File: config.mk
export PLATFORM = sky130hd
export DESIGN_NAME = disp_vga_fetch
export DESIGN_NICKNAME = d
export VERILOG_FILES = /design/src/rtl/vga_pkg.sv /design/src/rtl/disp_colormap.sv /design/src/rtl/disp_vga_fetch.sv
export SDC_FILE = /design/constraint.sdc
export NUM_CORES = 1
export LEC_CHECK = 0
export BUFFER_PORTS_ARGS = -buffer_cell sky130_fd_sc_hd__buf_2
export CAP_MARGIN = 10
export CORE_UTILIZATION = 50
export DETAILED_ROUTE_END_ITERATION = 8
export PLACE_DENSITY = 0.82
export SYNTH_ARGS = -nofsm -noshare
export SYNTH_HDL_FRONTEND = slang
export SYNTH_HIERARCHICAL = 1
export SYNTH_SLANG_ARGS = --single-unit
File: constraint.sdc
create_clock -name clk -period 8.2 [get_ports clk]
set_input_delay 1.64 -clock clk [delete_from_list [all_inputs] [get_ports clk]]
set_output_delay 1.64 -clock clk [all_outputs]
set_load 0.01 [all_outputs]
File: src/rtl/vga_pkg.sv
// Shared VGA definitions for the disparity display path: 640x480@60 timing,
// stored disparity image size, RGB444 pixel type and bank-swap FSM states.
// Latency: n/a (declarations only). Backpressure: n/a.
package vga_pkg;

  // Horizontal timing in pixels: visible / front porch / sync / back porch / total
  localparam int H_VISIBLE = 640;
  localparam int H_FRONT   = 16;
  localparam int H_SYNC    = 96;
  localparam int H_BACK    = 48;
  localparam int H_TOTAL   = 800;

  // Vertical timing in lines: visible / front porch / sync / back porch / total
  localparam int V_VISIBLE = 480;
  localparam int V_FRONT   = 10;
  localparam int V_SYNC    = 2;
  localparam int V_BACK    = 33;
  localparam int V_TOTAL   = 525;

  // Stored disparity image size (upscaled to the visible area on display)
  localparam int DEF_IMG_W = 320;
  localparam int DEF_IMG_H = 240;

  typedef struct packed {
    logic [3:0] r;
    logic [3:0] g;
    logic [3:0] b;
  } rgb444_t;

  typedef enum logic [1:0] {
    SHOW    = 2'd0,
    PENDING = 2'd1,
    SWAP    = 2'd2
  } swap_state_t;

endpackage

File: src/rtl/disp_colormap.sv
// Maps one disparity sample to an RGB444 pixel from its top 4 bits.
// Latency: combinational. Backpressure: none.
// Build option: DISP_COLORMAP_EN selects a pseudo-colour ramp; otherwise grayscale.
// Ports: disp (disparity sample in), rgb (pixel colour out).
module disp_colormap
  import vga_pkg::*;
#(
  parameter int DISP_W = 6
) (
  input  logic [DISP_W-1:0] disp,
  output rgb444_t           rgb
);

  logic [3:0] d4;
  logic       unused_lsbs;

  assign d4 = disp[DISP_W-1 -: 4];
  // Sub-4-bit precision is dropped on purpose; keep the reduction so the
  // discarded bits are visibly consumed.
  assign unused_lsbs = ^disp;

`ifdef DISP_COLORMAP_EN
  // red ramps up, blue ramps down, green is a tent peaking at mid-scale.
  always_comb begin
    rgb.r = d4;
    rgb.b = 4'd15 - d4;
    if (!d4[3]) begin
      rgb.g = {d4[2:0], 1'b0};        // 2*d4
    end else begin
      rgb.g = {~d4[2:0], 1'b1};       // 2*(15-d4)+1, since 15-d4 == ~d4[2:0] here
    end
  end
`else
  always_comb begin
    rgb.r = d4;
    rgb.g = d4;
    rgb.b = d4;
  end
`endif

endmodule

File: src/rtl/disp_vga_fetch.sv
// Fetches the 2x-upscaled disparity frame for the VGA scan and emits RGB444
// with sync/DE re-aligned; owns the tear-free frame-boundary bank swap.
// Latency: one pixel period (4 clk) from timing inputs to outputs. Backpressure: none.
// Build option: DISP_COLORMAP_EN (pseudo-colour map in disp_colormap).
// Ports: clk/reset; pclk, h_sync_in, v_sync_in, de_in, x_pixel, y_pixel from the
// timing generator; rd_en/rd_addr/rd_bank/rd_data to the frame buffer;
// swap_req/swap_ack with the stereo core; red/green/blue, h_sync, v_sync, DE out.
module disp_vga_fetch
  import vga_pkg::*;
#(
  parameter int IMG_W       = DEF_IMG_W,
  parameter int IMG_H       = DEF_IMG_H,
  parameter int SCALE_SHIFT = 1,
  parameter int DISP_W      = 6,
  parameter int ADDR_W      = 17,
  parameter int MEM_LAT     = 2
) (
  input  logic              clk,
  input  logic              reset,
  input  logic              pclk,
  input  logic              h_sync_in,
  input  logic              v_sync_in,
  input  logic              de_in,
  input  logic [9:0]        x_pixel,
  input  logic [9:0]        y_pixel,
  output logic              rd_en,
  output logic [ADDR_W-1:0] rd_addr,
  output logic              rd_bank,
  input  logic [DISP_W-1:0] rd_data,
  input  logic              swap_req,
  output logic              swap_ack,
  output logic [3:0]        red,
  output logic [3:0]        green,
  output logic [3:0]        blue,
  output logic              h_sync,
  output logic              v_sync,
  output logic              DE
);

  if (MEM_LAT < 1 || MEM_LAT > 3 || DISP_W < 4 ||
      (64'd1 << ADDR_W) < 64'(IMG_W * IMG_H)) begin : g_bad_params
    $error("disp_vga_fetch: illegal parameter combination");
  end

  // ---------------------------------------------------------------------------
  // Stage 1: address generation and timing shadows
  // ---------------------------------------------------------------------------
  logic [9:0]  src_x;
  logic [9:0]  src_y;
  logic [31:0] addr_full;
  logic        hs1;
  logic        vs1;
  logic        de1;

  assign src_x     = x_pixel >> SCALE_SHIFT;
  assign src_y     = y_pixel >> SCALE_SHIFT;
  // Out-of-range source coordinates simply wrap via truncation.
  assign addr_full = 32'(src_y) * unsigned'(IMG_W) + 32'(src_x);

  always_ff @(posedge clk) begin
    if (reset) begin
      rd_en   <= 1'b0;
      rd_addr <= '0;
      hs1     <= 1'b1;
      vs1     <= 1'b1;
      de1     <= 1'b0;
    end else begin
      // Strobe lives for exactly the clk following the pclk cycle.
      rd_en <= pclk & de_in;
      if (pclk) begin
        if (de_in) begin
          rd_addr <= addr_full[ADDR_W-1:0];
        end
        hs1 <= h_sync_in;
        vs1 <= v_sync_in;
        de1 <= de_in;
      end
    end
  end

  // ---------------------------------------------------------------------------
  // Stage 2: colour map and aligned outputs. rd_data has had 3 clk since the
  // strobe, which covers the whole legal memory latency range.
  // ---------------------------------------------------------------------------
  rgb444_t cmap;

  disp_colormap #(
    .DISP_W (DISP_W)
  ) u_colormap (
    .disp (rd_data),
    .rgb  (cmap)
  );

  always_ff @(posedge clk) begin
    if (reset) begin
      red    <= 4'h0;
      green  <= 4'h0;
      blue   <= 4'h0;
      h_sync <= 1'b1;
      v_sync <= 1'b1;
      DE     <= 1'b0;
    end else if (pclk) begin
      h_sync <= hs1;
      v_sync <= vs1;
      DE     <= de1;
      if (de1) begin
        red   <= cmap.r;
        green <= cmap.g;
        blue  <= cmap.b;
      end else begin
        red   <= 4'h0;
        green <= 4'h0;
        blue  <= 4'h0;
      end
    end
  end

  // ---------------------------------------------------------------------------
  // Bank swap FSM: a request waits for the start of vsync so a displayed
  // frame is never mixed across banks.
  // ---------------------------------------------------------------------------
  swap_state_t state;
  swap_state_t state_nxt;
  logic        frame_boundary;

  // Falling edge of vsync as seen on pixel-enable cycles. The DE terms are
  // already 0 there in standard timing; they make the no-swap-while-visible
  // guarantee independent of the generator's porch settings.
  assign frame_boundary = pclk & ~v_sync_in & vs1 & ~de_in & ~de1 & ~DE;

  always_ff @(posedge clk) begin
    if (reset) begin
      state    <= SHOW;
      rd_bank  <= 1'b0;
      swap_ack <= 1'b0;
    end else begin
      state    <= state_nxt;
      swap_ack <= (state == SWAP);
      if (state == SWAP) begin
        rd_bank <= ~rd_bank;
      end
    end
  end

  always_comb begin
    state_nxt = state;
    unique case (state)
      SHOW:    if (swap_req) state_nxt = PENDING;
      // Further requests while pending collapse into the one swap.
      PENDING: if (frame_boundary) state_nxt = SWAP;
      SWAP:    state_nxt = SHOW;
      default: state_nxt = SHOW;
    endcase
  end

endmodule

# [After elaboration in Yosys (flattened, before gate mapping)]
# Cells that the tools add are included.
[op_classes] n_addsub=1 n_mul=1 n_eq_ne=4 muxes=4 bitwise=11 n_reduce_logical=3
[op_table] operator="17-bit by 9-bit adder with 17-bit output" n=1
[op_table] operator="9-bit by 3-bit multiplier with 11-bit output, second input constant" n=1
[op_table] operator="1-bit AND" n=6
[op_table] operator="1-bit NOT" n=5
[op_table] operator="2-bit two-way mux" n=2
[op_table] operator="4-bit two-way mux" n=1
[op_table] operator="2-bit != test, second input constant" n=2
[op_table] operator="2-bit one-hot mux with 2 select lines" n=1
[op_table] operator="2-bit AND reduction" n=2
[op_table] operator="2-bit by 1-bit equality test with 1-bit output, second input constant" n=1
[op_table] operator="2-bit equality test, second input constant" n=1
[op_table] operator="2-bit zero test" n=1
[word_totals] ff_bits=32 in_bits=33 out_inout_bits=35 elab_cells=36

# [Longest topological paths before layout]
[depth] ltp_word=8 mapped_depth=9 depth_no_buf=9

# [Modules after synthesis]
# The synthesis kept the hierarchy.
[by_module_without_submodules] module="disp_vga_fetch" n_inst=1 cells_per_inst=217 area_per_inst_um2=1978.1 seq_area_each_um2=800.8
[by_module_without_submodules] module="disp_colormap" n_inst=1 cells_per_inst=12 area_per_inst_um2=90.1 seq_area_each_um2=0.0

# [Least setup slack after synthesis]
# Ideal clock, no wire load.
[synth_path] path_type="input to register" from="input port y_pixel[2]" to="register rd_addr[16]" setup_ns=0.103 t_arrival_ns=3.849 required_time_ns=8.097 setup_slack_ns=4.248 path_stages=9 path_buffers=0 cell_sequence="ha_1 ha_1 fa_1 a211oi_2 o21bai_1 a21oi_2 xor2_1 o311a_1 a2111oi_2"
[synth_between] elab_chain_cells=2
[synth_rtl] element="from (decl)" line_no="disp_vga_fetch.sv:25" source="input logic [9:0] y_pixel,"
[synth_rtl] element="9-bit by 3-bit multiplier with 11-bit output" line_no="disp_vga_fetch.sv:58" source="assign addr_full = 32'(src_y) * unsigned'(IMG_W) + 32'(src_x);"
[synth_rtl] element="17-bit by 9-bit adder with 17-bit output" line_no="disp_vga_fetch.sv:58"
[synth_rtl] element="to (signal assigned)" line_no="disp_vga_fetch.sv:72" source="rd_addr <= addr_full[ADDR_W-1:0];"
[synth_rtl] element="to (decl)" line_no="disp_vga_fetch.sv:27" source="output logic [ADDR_W-1:0] rd_addr,"
# No other way between the ends.
# A chain may end at the register's enable or synchronous reset.

# [Worst setup path in the final report]
# Same ends and word-level chain as after synthesis.

==> results by group <==
Finish
  – Most frequent cells in the layout: 63 x buf_2, 40 x dfxtp_1, 31 x nor2_1
  – Number of diodes: 0
  – Commonest non-fill, non-tap cell in the layout: buf_2
  – Filler cells: 379
  – # nets final: 328
  – Fin area: 2441 um2
  – Area Growth Syn to Fin: 18.03%
  – Share of post-route cells with drive strength above 1: 29.24%
  – Final std cells w/o fill: 327

Pwr
  – Flop pwr share: 43.4%
  – Psw: 124.2 uW
  – Pint: 354.2 uW
  – Leakage: 1.145 nW
  – Clock Power Share: 35.7%
  – Peak VDD IR: 0.1003 mV
  – Gate power share: 20.9%
  – Net Sw Frac: 25.96%
  – Power Dens Cells: 196.0 nW/um2
  – Total power: 478.3 uW

Routing
  – Avg Vias per Cell: 5.067
  – Vias after detailed routing: 1657
  – Routed wire length per instance: 11.30 um
  – Antenna Violating Nets Remaining: 0
  – Total Routed Length: 3695 um
  – Starting DRT DRC Count: 68
  – Number of iterations in the first detailed-routing pass: 5
  – DRC Markers: 0

Worst setup path
  – Critical path class: in -> reg
  – Buf+Inv Stages, Crit Path: 1
  – CP cell instances: buf_2, ha_1, ha_1, fa_1, a211oi_2, o21bai_1, a21oi_2, xor2_1, o311a_1, a2111oi_2
  – Worst r2r path cells: 3
  – Most used cell, CP: ha_1
  – Setup crit start kind: input pin
  – Req. time, crit path: 8.40 ns
  – Crit. End Element: register
  – Worst Path Arrival: 4.11 ns
  – Worst path depth: 10
  – Worst path top cell family by delay: compound AO/OA/AOI/OAI gates
  – Max incr delay on CP: 0.45 ns
  – Slowest cell on the critical path: fa_1
  – Critical-path maximum fanout: 4

Global route
  – First-pass GRT wire length: 5913 um
  – Global-route usage over all layers: 17.67%
  – Vias in the first global route: 1402
  – Initial antenna violation count: 0
  – Largest net degree at the start of global routing: 41
  – GRT overflow: 0

Clock tree
  – Skew-Pair Late Insertion Delay: 0.29 ns
  – CTS Root Cell: clkbuf_8
  – Setup repair bufs after CTS: 0
  – TritonCTS Buffers: 5
  – Clock Sinks: 40
  – CTS tree: done
  – H-tree depth: 2
  – Cts repair resizes: 0
  – Clk slew on worst S/H paths: 0.07 ns
  – CTS Hold Bufs: 0
  – Clk buf depth: 2

Timing
  – Tmin final: 3.914 ns
  – Worst Tran Pin Value: 0.7997 ns
  – Hold Fails Final Rpt: 0
  – Slew Limit Fails: 0
  – RSZ-0062 raised after global routing: false
  – Worst hold slack: 0.4492 ns
  – Peak Freq: 255.5 MHz
  – Setup Viol. Count Final: 0
  – Final setup TNS: 0 ns
  – Clock skew: 0.003100 ns
  – Final Cycle Share: 47.73%
  – Relative slew slack: 46.68%

Floorplanning
  – Die height: 66.32 um
  – Die Area: 4398 um2
  – IO Count: 68
  – Core area: 3971 um2
  – DIE WIDTH: 66.32 um
  – Rows: 23
  – Initial core utilization: 52.08%

Synthesis
  – Post-Synth Adder-Cell Area: 12.22%
  – Post-synth EDFFs: 0
  – Post-Synth XOR/XNOR Area: 6.534%
  – Synth unique cells: 39
  – Top FF cell, synth: dfxtp_1
  – Async set-or-reset flop fraction in the synthesized netlist: 0%
  – Synth Warn #: 6
  – Syn_area_per_cell: 9.032 um2
  – Post-synthesis sequential area ratio: 38.72%
  – Largest family of logic cells by synthesized area: simple AND/OR/NAND/NOR gates
  – Synth Net Count: 281
  – Post-synthesis compound-gate area fraction: 17.66%
  – FF+latch count, synth: 40
  – Post-synthesis cell area: 2068 um2
  – Synthesized instance count: 229
  – Mux cell area share after synthesis: 0%
  – Synth Area in Simple Gates: 17.79%

Outcome
  – Outcome: finished, final reports clean

Hold path
  – Worst Hold Class: reg -> reg
  – Hold path cells: 2

Placed design
  – Dpl cell area: 2315 um2
  – Dpl hpwl: 2816 um
  – Cells after DPL: 319
  – Port bufs: 63
  – GPL Wtd Cong: 0.7959

Flow run
  – # Max-Cap Violations: 0
==> worst register-to-register path: cells and delay by family, from the launching register on <==
family	cells	cell delay, ns
AO/OA/AOI/OAI	1	0.36
AND/OR/NAND/NOR	2	0.29
flip-flops	1	0.31
==> synth_stat cells, types with 2 or more instances <==
cell type	n	area, um2
a211o_1	4	35.03
a211oi_1	6	45.04
a21o_1	3	22.52
a21oi_1	16	80.08
a22oi_1	12	90.09
and2_1	4	25.02
buf_4	12	90.09
clkbuf_1	10	37.54
dfxtp_1	40	800.8
fa_1	2	40.04
ha_1	17	212.7
inv_1	4	15.01
nand2_1	23	86.33
nand4_1	2	12.51
nor2_1	31	116.4
nor2b_1	7	43.79
nor3_1	2	10.01
nor4_1	3	18.77
o21ai_0	3	15.01
xnor2_1	4	35.03
xnor2_2	2	32.53
xor2_1	4	35.03
xor2_2	2	32.53
==> layout make-up <==
type / instances / area (um2) / share of cell area, %
Inverter: 4 / 15.01 / 0.6151
Sequential cell: 40 / 800.8 / 32.80
Multi-Input combinational cell: 162 / 1121 / 45.93
Clock inverter: 1 / 30.03 / 1.230
Timing Repair Buffer: 63 / 315.3 / 12.92
Tap cell: 50 / 62.56 / 2.563
Clock buffer: 7 / 96.34 / 3.947
==> kinds of logic after synthesis <==
kind of cell    count (synthesis)
compound gates                 52
xor+xnor                       12
fa+ha+maj                      19
buf+inv                        27
flops                          40
simple gates                   79
==> layer usage <==
metal	GRT usage, %	share of wire, %	vias up
met3	3.793	4.5	7
met4	9.574	2.2	0
met2	30.74	48	43
met5	0	0	-
met1	19.90	46	731
li1	-	-	876
==> worst paths after layout <==
| kind | startpoint | end | slack (ns) |
|---|---|---|---|
| worst min register to register | rd_addr[11]$_SDFFE_PP0P_ | rd_addr[11]$_SDFFE_PP0P_ | 0.45 |
| worst max register to register | vs1$_SDFFE_PP1P_ | state[0]$_SDFFE_PP0P_ | 7.12 |
| worst min-delay path | rd_addr[11]$_SDFFE_PP0P_ | rd_addr[11]$_SDFFE_PP0P_ | 0.45 |
| worst max-delay path | y_pixel[2] | rd_addr[16]$_SDFFE_PP0P_ | 4.29 |
==> through the flow <==
| stage | worst slack (ns) | utilization (%) |
|---|---|---|
| after floorplan | 4.248 | - |
| after global placement | 4.017 | 58.29 |
| after detailed placement | 3.974 | 58.29 |
| after CTS | 4.279 | 61.47 |
| after global routing | 4.169 | 61.47 |
| final | 4.286 | 61.47 |
==> sequential cells by signal, summed over array words and instances (netlist names) <==
register	count
rd_en	1
red	4
blue	4
rd_bank	1
hs1	1
state	2
DE	1
h_sync	1
de1	1
vs1	1
swap_ack	1
v_sync	1
rd_addr	17
green	4
==> power by group through the flow <==
stage	combinational [mW]	clock, mW	sequential [mW]
finish	0.0998	0.171	0.208
detailed placement	0.101	0	0.212
global placement	0.0980	0	0.212
floorplan	0.0736	0	0.216
global route	0.112	0.183	0.209
CTS	0.101	0.176	0.208
No activity file was read; power rests on OpenSTA's default activity.
